### config.mk
export PLATFORM = sky130hd
export DESIGN_NAME = instr_issue_queue
export DESIGN_NICKNAME = d
export VERILOG_FILES = /design/src/rtl/instr_issue_queue.sv
export SDC_FILE = /design/constraint.sdc
export NUM_CORES = 1
export LEC_CHECK = 0
export ABC_AREA = 1
export CAP_MARGIN = 0
export CORE_MARGIN = 10
export CORE_UTILIZATION = 57
export CTS_CLUSTER_SIZE = 24
export DETAILED_ROUTE_END_ITERATION = 10
export PLACE_DENSITY = 0.79
export SKIP_CTS_REPAIR_TIMING = 1
export SLEW_MARGIN = 20
export SYNTH_ARGS = -nofsm -noshare
export SYNTH_HDL_FRONTEND = slang
export SYNTH_SLANG_ARGS = --single-unit
### constraint.sdc
create_clock -name clk -period 3.9 [get_ports clk]
set_input_delay 0.975 -clock clk [delete_from_list [all_inputs] [get_ports clk]]
set_output_delay 0.975 -clock clk [all_outputs]
set_load 0.02 [all_outputs]
### src/rtl/instr_issue_queue.sv
// Purpose : in-order instruction issue FIFO that inserts NOP bubbles on RAW hazards.
// Latency : 1 cycle from push into an empty, hazard-free queue to out_instr.
// Backpr. : in_ready drops when the FIFO is full; hold freezes issue but not pushes.
//
// Ports:
//   clk        rising-edge clock
//   rst        asynchronous active-high reset
//   in_instr   instruction word from the loader, qualified by in_valid
//   in_valid   loader has a word on in_instr
//   in_ready   queue can accept a word (registered count only)
//   hold       core stall; freezes out_instr/out_pc/bubble, hazard history and head
//   out_instr  registered instruction (FIFO head or NOP)
//   out_pc     registered byte address of the last real issued instruction
//   bubble     registered; 1 when out_instr is an inserted NOP
module instr_issue_queue #(
  parameter int          DEPTH      = 4,
  parameter int          HAZ_WINDOW = 2,
  parameter logic [31:0] NOP        = 32'h0000_0013
) (
  input  logic        clk,
  input  logic        rst,
  input  logic [31:0] in_instr,
  input  logic        in_valid,
  output logic        in_ready,
  input  logic        hold,
  output logic [31:0] out_instr,
  output logic [31:0] out_pc,
  output logic        bubble
);

  localparam int AW = $clog2(DEPTH);
  localparam int CW = AW + 1;
  localparam logic [CW-1:0] FULL = CW'(DEPTH);

  logic [31:0]   mem [DEPTH];
  logic [AW-1:0] wr_ptr;
  logic [AW-1:0] rd_ptr;
  logic [CW-1:0] count;
  // hist[0] is the most recently issued destination; 0 means "no destination".
  logic [4:0]    hist [HAZ_WINDOW];
  logic          pc_started;

  logic          push;
  logic          issue;
  logic          hazard;
  logic [31:0]   head;
  logic [6:0]    head_op;
  logic [4:0]    head_rd;
  logic [4:0]    head_rs1;
  logic [4:0]    head_rs2;
  logic          rs1_used;
  logic          rs2_used;

  // Acceptance depends only on the registered count, so a full queue refuses
  // a push even in a cycle where it also pops.
  assign in_ready = !rst && (count < FULL);
  assign push     = in_valid && in_ready;
  assign head     = mem[rd_ptr];

  always_comb begin
    head_op  = head[6:0];
    head_rs1 = head[19:15];
    head_rs2 = head[24:20];
    head_rd  = 5'd0;
    rs1_used = 1'b0;
    rs2_used = 1'b0;
    case (head_op)
      7'b0010011: begin head_rd = head[11:7]; rs1_used = 1'b1; end
      7'b0110011: begin head_rd = head[11:7]; rs1_used = 1'b1; rs2_used = 1'b1; end
      7'b0110111,
      7'b0010111: head_rd = head[11:7];
      7'b1100011: begin rs1_used = 1'b1; rs2_used = 1'b1; end
      default: ;
    endcase

    // A zero history slot never matches, which also keeps x0 out of the check.
    hazard = 1'b0;
    for (int i = 0; i < HAZ_WINDOW; i++) begin
      if (hist[i] != 5'd0) begin
        if (rs1_used && (head_rs1 == hist[i])) hazard = 1'b1;
        if (rs2_used && (head_rs2 == hist[i])) hazard = 1'b1;
      end
    end

    issue = !hold && (count != '0) && !hazard;
  end

  // Storage needs no reset: count gates every read.
  always_ff @(posedge clk) begin
    if (push) mem[wr_ptr] <= in_instr;
  end

  always_ff @(posedge clk or posedge rst) begin
    if (rst) begin
      wr_ptr     <= '0;
      rd_ptr     <= '0;
      count      <= '0;
      out_instr  <= NOP;
      out_pc     <= 32'd0;
      bubble     <= 1'b1;
      pc_started <= 1'b0;
      for (int i = 0; i < HAZ_WINDOW; i++) hist[i] <= 5'd0;
    end else begin
      // DEPTH is a power of two, so the pointers wrap naturally.
      if (push)  wr_ptr <= wr_ptr + AW'(1);
      if (issue) rd_ptr <= rd_ptr + AW'(1);

      case ({push, issue})
        2'b10:   count <= count + CW'(1);
        2'b01:   count <= count - CW'(1);
        default: ;
      endcase

      if (!hold) begin
        hist[0] <= issue ? head_rd : 5'd0;
        for (int i = 1; i < HAZ_WINDOW; i++) hist[i] <= hist[i-1];
        if (issue) begin
          out_instr  <= head;
          bubble     <= 1'b0;
          // First real issue after reset is address 0; later ones step by 4.
          out_pc     <= pc_started ? out_pc + 32'd4 : 32'd0;
          pc_started <= 1'b1;
        end else begin
          out_instr <= NOP;
          bubble    <= 1'b1;
        end
      end
    end
  end

endmodule
# == Yosys cells after proc, flatten, opt, wreduce, memory -nomap -nowiden ==
# Memory sizes are Yosys's and may differ from the RTL's.
# Cells that the tools add are included.
# classes
add_sub_neg,5
n_lt_le_gt_ge,1
eq_ne,11
mux,16
n_bitwise,1
reduce_logical,19
# ops
operator,n
two-way mux 32 bit,2
"adder 32 x 3 -> 32 bit, second input constant",1
equality test 5 bit,4
"equality test 7 x 5 -> 1 bit, second input constant",2
"equality test 7 x 6 -> 1 bit, second input constant",2
two-way mux 1 bit,11
two-way mux 5 bit,2
nonzero test 5 bit,2
logical AND 1 bit,8
"equality test 7 bit, second input constant",1
case mux 3 bit (2 select lines),1
"adder 2 x 1 -> 2 bit, second input constant",2
OR reduction 4 bit,1
"adder 3 x 1 -> 3 bit, second input constant",1
zero test 1 bit,3
"< comparator 3 bit, second input constant",1
nonzero test 3 bit,1
OR reduction 3 bit,1
"subtractor 3 x 1 -> 3 bit, second input constant",1
"equality test 2 x 1 -> 1 bit, second input constant",1
"equality test 2 bit, second input constant",1
AND reduction 2 bit,1
nonzero test 2 bit,1
OR reduction 2 bit,1
inverter 1 bit,1
# word_totals
regBits,83
ram_bits,128
input_bits,36
output_inout_bits,66
wordCells,63
mem_count,1
# memory_table
name,words,word_bits,read_ports,rd_clocked_by_memory_dff,write_ports,line_no,source
mem,4,32,1,0,1,35,logic [31:0] mem [DEPTH];

# == Longest topological paths before layout ==
# An unclocked memory read counts as a cell.
# depth
depth_word,15
mapped_depth,22
depth_no_buf,20

# == Worst setup path after synthesis ==
# OpenSTA, ideal clock, no wires.
# synth_path
kind,input-to-reg
startpoint,input rst
endpoint,memory mem[0][0] (enable)
setup_time_ns,0.421
arrival_time_ns,2.960
t_required_ns,3.479
slack_ns,0.518
cell_stages,3
n_path_buf,0
path_cell_list,nor2_1 nand2_1 nor2_1
# synth_between
elab_chain_cells,5
# synth_rtl
item,line_no,source
"start, declared",21,"input logic rst,"
zero test 1 bit (no line),-,
logical AND 1 bit,56,assign in_ready = !rst && (count < FULL);
logical AND 1 bit,57,assign push = in_valid && in_ready;
two-way mux 1 bit,90,if (push) mem[wr_ptr] <= in_instr;
two-way mux 1 bit (not written as such),90,
"end, declared",35,
# Every way passes these cells.

# == Final worst setup path ==
# layout_path
startpoint,register rd_ptr[0]
endpoint,register count[2]
# layout_between
elab_chain_cells,15
word_cells_on_any_way,28
cone_classes,eq/ne (9); mux (9); reduce/logical (9); memory (1)
# layout_rtl
item,line_no,source
"start, declared",37,logic [AW-1:0] rd_ptr;
"start signal, assigned",106,if (issue) rd_ptr <= rd_ptr + AW'(1);
memory (4 x 32 bit) *,-,
"equality test 7 bit, or another cell as far along",67,case (head_op)
OR reduction 3 bit (no line),-,
two-way mux 1 bit,67,
logical AND 1 bit,80,if (rs1_used && (head_rs1 == hist[i])) hazard = 1'b1;
two-way mux 1 bit,80,
two-way mux 1 bit,81,if (rs2_used && (head_rs2 == hist[i])) hazard = 1'b1;
two-way mux 1 bit,79,if (hist[i] != 5'd0) begin
two-way mux 1 bit,80,
two-way mux 1 bit,81,
two-way mux 1 bit *,79,
zero test 1 bit *,85,issue = !hold && (count != '0) && !hazard;
logical AND 1 bit *,85,
via issue,44,logic issue;
equality test 2 x 1 -> 1 bit / equality test 2 bit (equally long branches),108,"case ({push, issue})"
case mux 3 bit (2 select lines) / nonzero test 2 bit (equally long branches),-,
"end signal, assigned",109,2'b10: count <= count + CW'(1);
"end signal, assigned",110,2'b01: count <= count - CW'(1);
"end, declared",38,logic [CW-1:0] count;
# The timed path passes the listed nets; every way through them passes the cells marked *.
# A chain may end at the register's enable or synchronous reset.

==> metrics.txt <==
RSZ-0062 raised after global routing no; Worst Path Buf+Inv 3; post-DP HPWL 14.42 mm; row count 46; CTS Sinks 209; vias per cell 5.570; slowest stage delay, CP 550 ps; largest net degree at the start of global routing 72; wire length per cell 17.52 um; area taken by flip-flops and latches 0.005877 mm2; multi-input combinational cell area 0.003131 mm2; post-synthesis cell area 0.009379 mm2; setup violators final 0; Clock Skew 25.79 ps; WP data arrival 3540 ps; root buffer cell clkbuf_16; IO buf count 99; Synth top cells by count 351 x nand2_1, 128 x edfxtp_1, 85 x nand3_1; final wirelength 22.73 mm; Cell Area, Placed 0.01055 mm2; Netlist cell types 28; clk buf depth 3; I/O pin total 102; grt total ovfl 0; met2 WL 11.19 mm; power per cell area 672.7 mW/mm2; Seq/Total Area, Yosys 62.65%; Period minus WS final 3155 ps; Worst-path clk slew 60 ps; crit path capture type flop; syn avg cell area 9.639 um2; Layout Utilization 70.69%; slew margin rel. 39.55%; fin area 0.01131 mm2; Yosys top cell area share 40.98%; # DRC 0; Cells after Synth 973; Synth async-reset ratio 38.76%; Primary FF master, synth edfxtp_1; vias in the first global route 7,267; status finished clean; CP max stage cell buf_4; hold_ws 484.5 ps; Slew @ Worst Pin 905.8 ps; yosys warns 0; area leader, netlist edfxtp_1; die area 0.02199 mm2; GRT Overall Usage 20.48%; crit path cell chain buf_4, nand2_1, nand3_1, nand2_1, nand2_1, nor2_1, nand2_1, nand2_1, nand2_1, nand2_1, nand2_2, nand3_2, inv_1, ha_1, inv_1, fa_1, a21oi_1, o21ai_0, xor2_1; DR pass1 iterations 5; crit-path leading delay family simple AND/OR/NAND/NOR gates; die height 148.3 um; TritonCTS clock tree yes; H-tree depth 1; Yosys reg bits 209; CP Max Fanout 66; CORE AREA 0.01600 mm2; initial antenna violation count 1; Vias 7,224; top post-synthesis cells by area edfxtp_1 41%, dfrtp_1 21%, nand2_1 14%; P&R area growth vs syn 20.60%; global-route wire length before repair 36.84 mm; CP Launch Type flop; setup TNS 0 ps; DR WL met3 1.672 mm; M1 WL 9.381 mm; TritonCTS Buffers 22; # fillers 1,212; Final Hold Vio Count 0; nets 1,108; max_cap viols 0; Die W 148.3 um; Crit Path Class reg2reg; peak supply drop 0.5982 mV; top-count cell post-synth nand2_1; Inserted Diodes 0; WP data required 4280 ps; Lkg Pwr 4.644 nW; First DRT Iteration DRCs 569; cell mode on critical path nand2_1; Starting Density 58.62%; Fmax 316.9 MHz; share of cells above drive strength 1 6.105%; DR top layer met5; Routed Antenna Nets 0; Max Slew Vio Count 0; clk_lat worst skew 520 ps; Min-Delay Path Class reg2reg; Post-synth EDFFs 128; fin crit share 80.90%; GPL Wtd Cong 0.8882
## per-stage QoR
stage	worst slack, ps	total power (W)	std cells
after floorplan	518.4	0.004560	974
after global placement	753.1	0.005387	1257
after detailed placement	753.0	0.005450	1257
after CTS	736.4	0.007661	1297
after global routing	442.6	0.008053	1297
final	744.9	0.007609	1297
## final timing paths
path,start,endpoint,slack [ps],depth (start not counted)
setup / recovery,rd_ptr[0]$_DFFE_PP0P_,count[2]$_DFFE_PP0P_,740,19
hold / removal,count[0]$_DFFE_PP0P_,count[0]$_DFFE_PP0P_,480,1
setup reg to reg,rd_ptr[0]$_DFFE_PP0P_,count[2]$_DFFE_PP0P_,740,19
hold reg to reg,count[0]$_DFFE_PP0P_,count[0]$_DFFE_PP0P_,480,1
max in group asynchronous,rst,out_instr[4]$_DFFE_PP1N_,2180,3
min in group asynchronous,rst,count[2]$_DFFE_PP0P_,910,2
## area by class of cell
| class | instances | area share [%] |
|---|---|---|
| clock buffer | 27 | 5.033 |
| clock inverter | 13 | 1.726 |
| inverter | 45 | 1.504 |
| multi-input combinational | 673 | 27.68 |
| sequential | 209 | 51.96 |
| tap | 216 | 2.389 |
| timing repair buffer | 114 | 9.712 |
## sequential cells by signal (all words and copies together) (netlist names), 2 cells and up
register / cells
out_pc: 30
rd_ptr: 2
count: 3
hist: 10
out_instr: 32
wr_ptr: 2
mem: 128
## metal layers
layer	global-route usage [%]	vias to the layer above
li1	-	3460
met1	24.73	3492
met2	35.50	227
met3	5.218	43
met4	5.699	2
met5	0	-
## cells by family (layout without fill, tap and decap cells)
logic type | count (synthesis) | count (layout) | share of synthesized area, %
and+or+nand+nor | 568 | 568 | 25.20
DFF | 209 | 209 | 62.65
buffers and inverters | 92 | 199 | 4.189
AOI/OAI and AO/OA | 65 | 65 | 4.016
xor gates and xnor gates | 31 | 31 | 2.895
adders and majority gates | 7 | 7 | 1.014
other | 1 | 2 | 0.03998
## placed cells by master (no fill, tap or decap), drive strengths merged, types with 27 or more instances in the layout
master / instances
nor2: 77
nand4: 37
clkbuf: 27
o21ai: 42
dfrtp: 77
nand3: 86
nand2: 353
clkdlybuf4s50: 98
edfxtp: 128
inv: 45
## worst reg2reg max path, cell delays in order (launching register included)
cell     delay, ps
dfrtp_2        360
buf_4          550
nand2_1        150
nand3_1        120
nand2_1        110
nand2_1         80
nor2_1          60
nand2_1         80
nand2_1         90
nand2_1         80
nand2_1         80
nand2_2         80
nand3_2         90
inv_1           70
ha_1           130
inv_1           70
fa_1           380
a21oi_1        150
o21ai_0        140
xor2_1         170
## power breakdown
part | switching [W] | total [W] | leakage, nW | internal [W]
registers | 0.000209 | 0.00291 | 2.20 | 0.00271
logic | 0.00163 | 0.00251 | 2.07 | 0.000887
clock network | 0.000862 | 0.00218 | 0.372 | 0.00132
total | 0.00270 | 0.00761 | 4.64 | 0.00491
No activity file was read; power rests on OpenSTA's default activity.
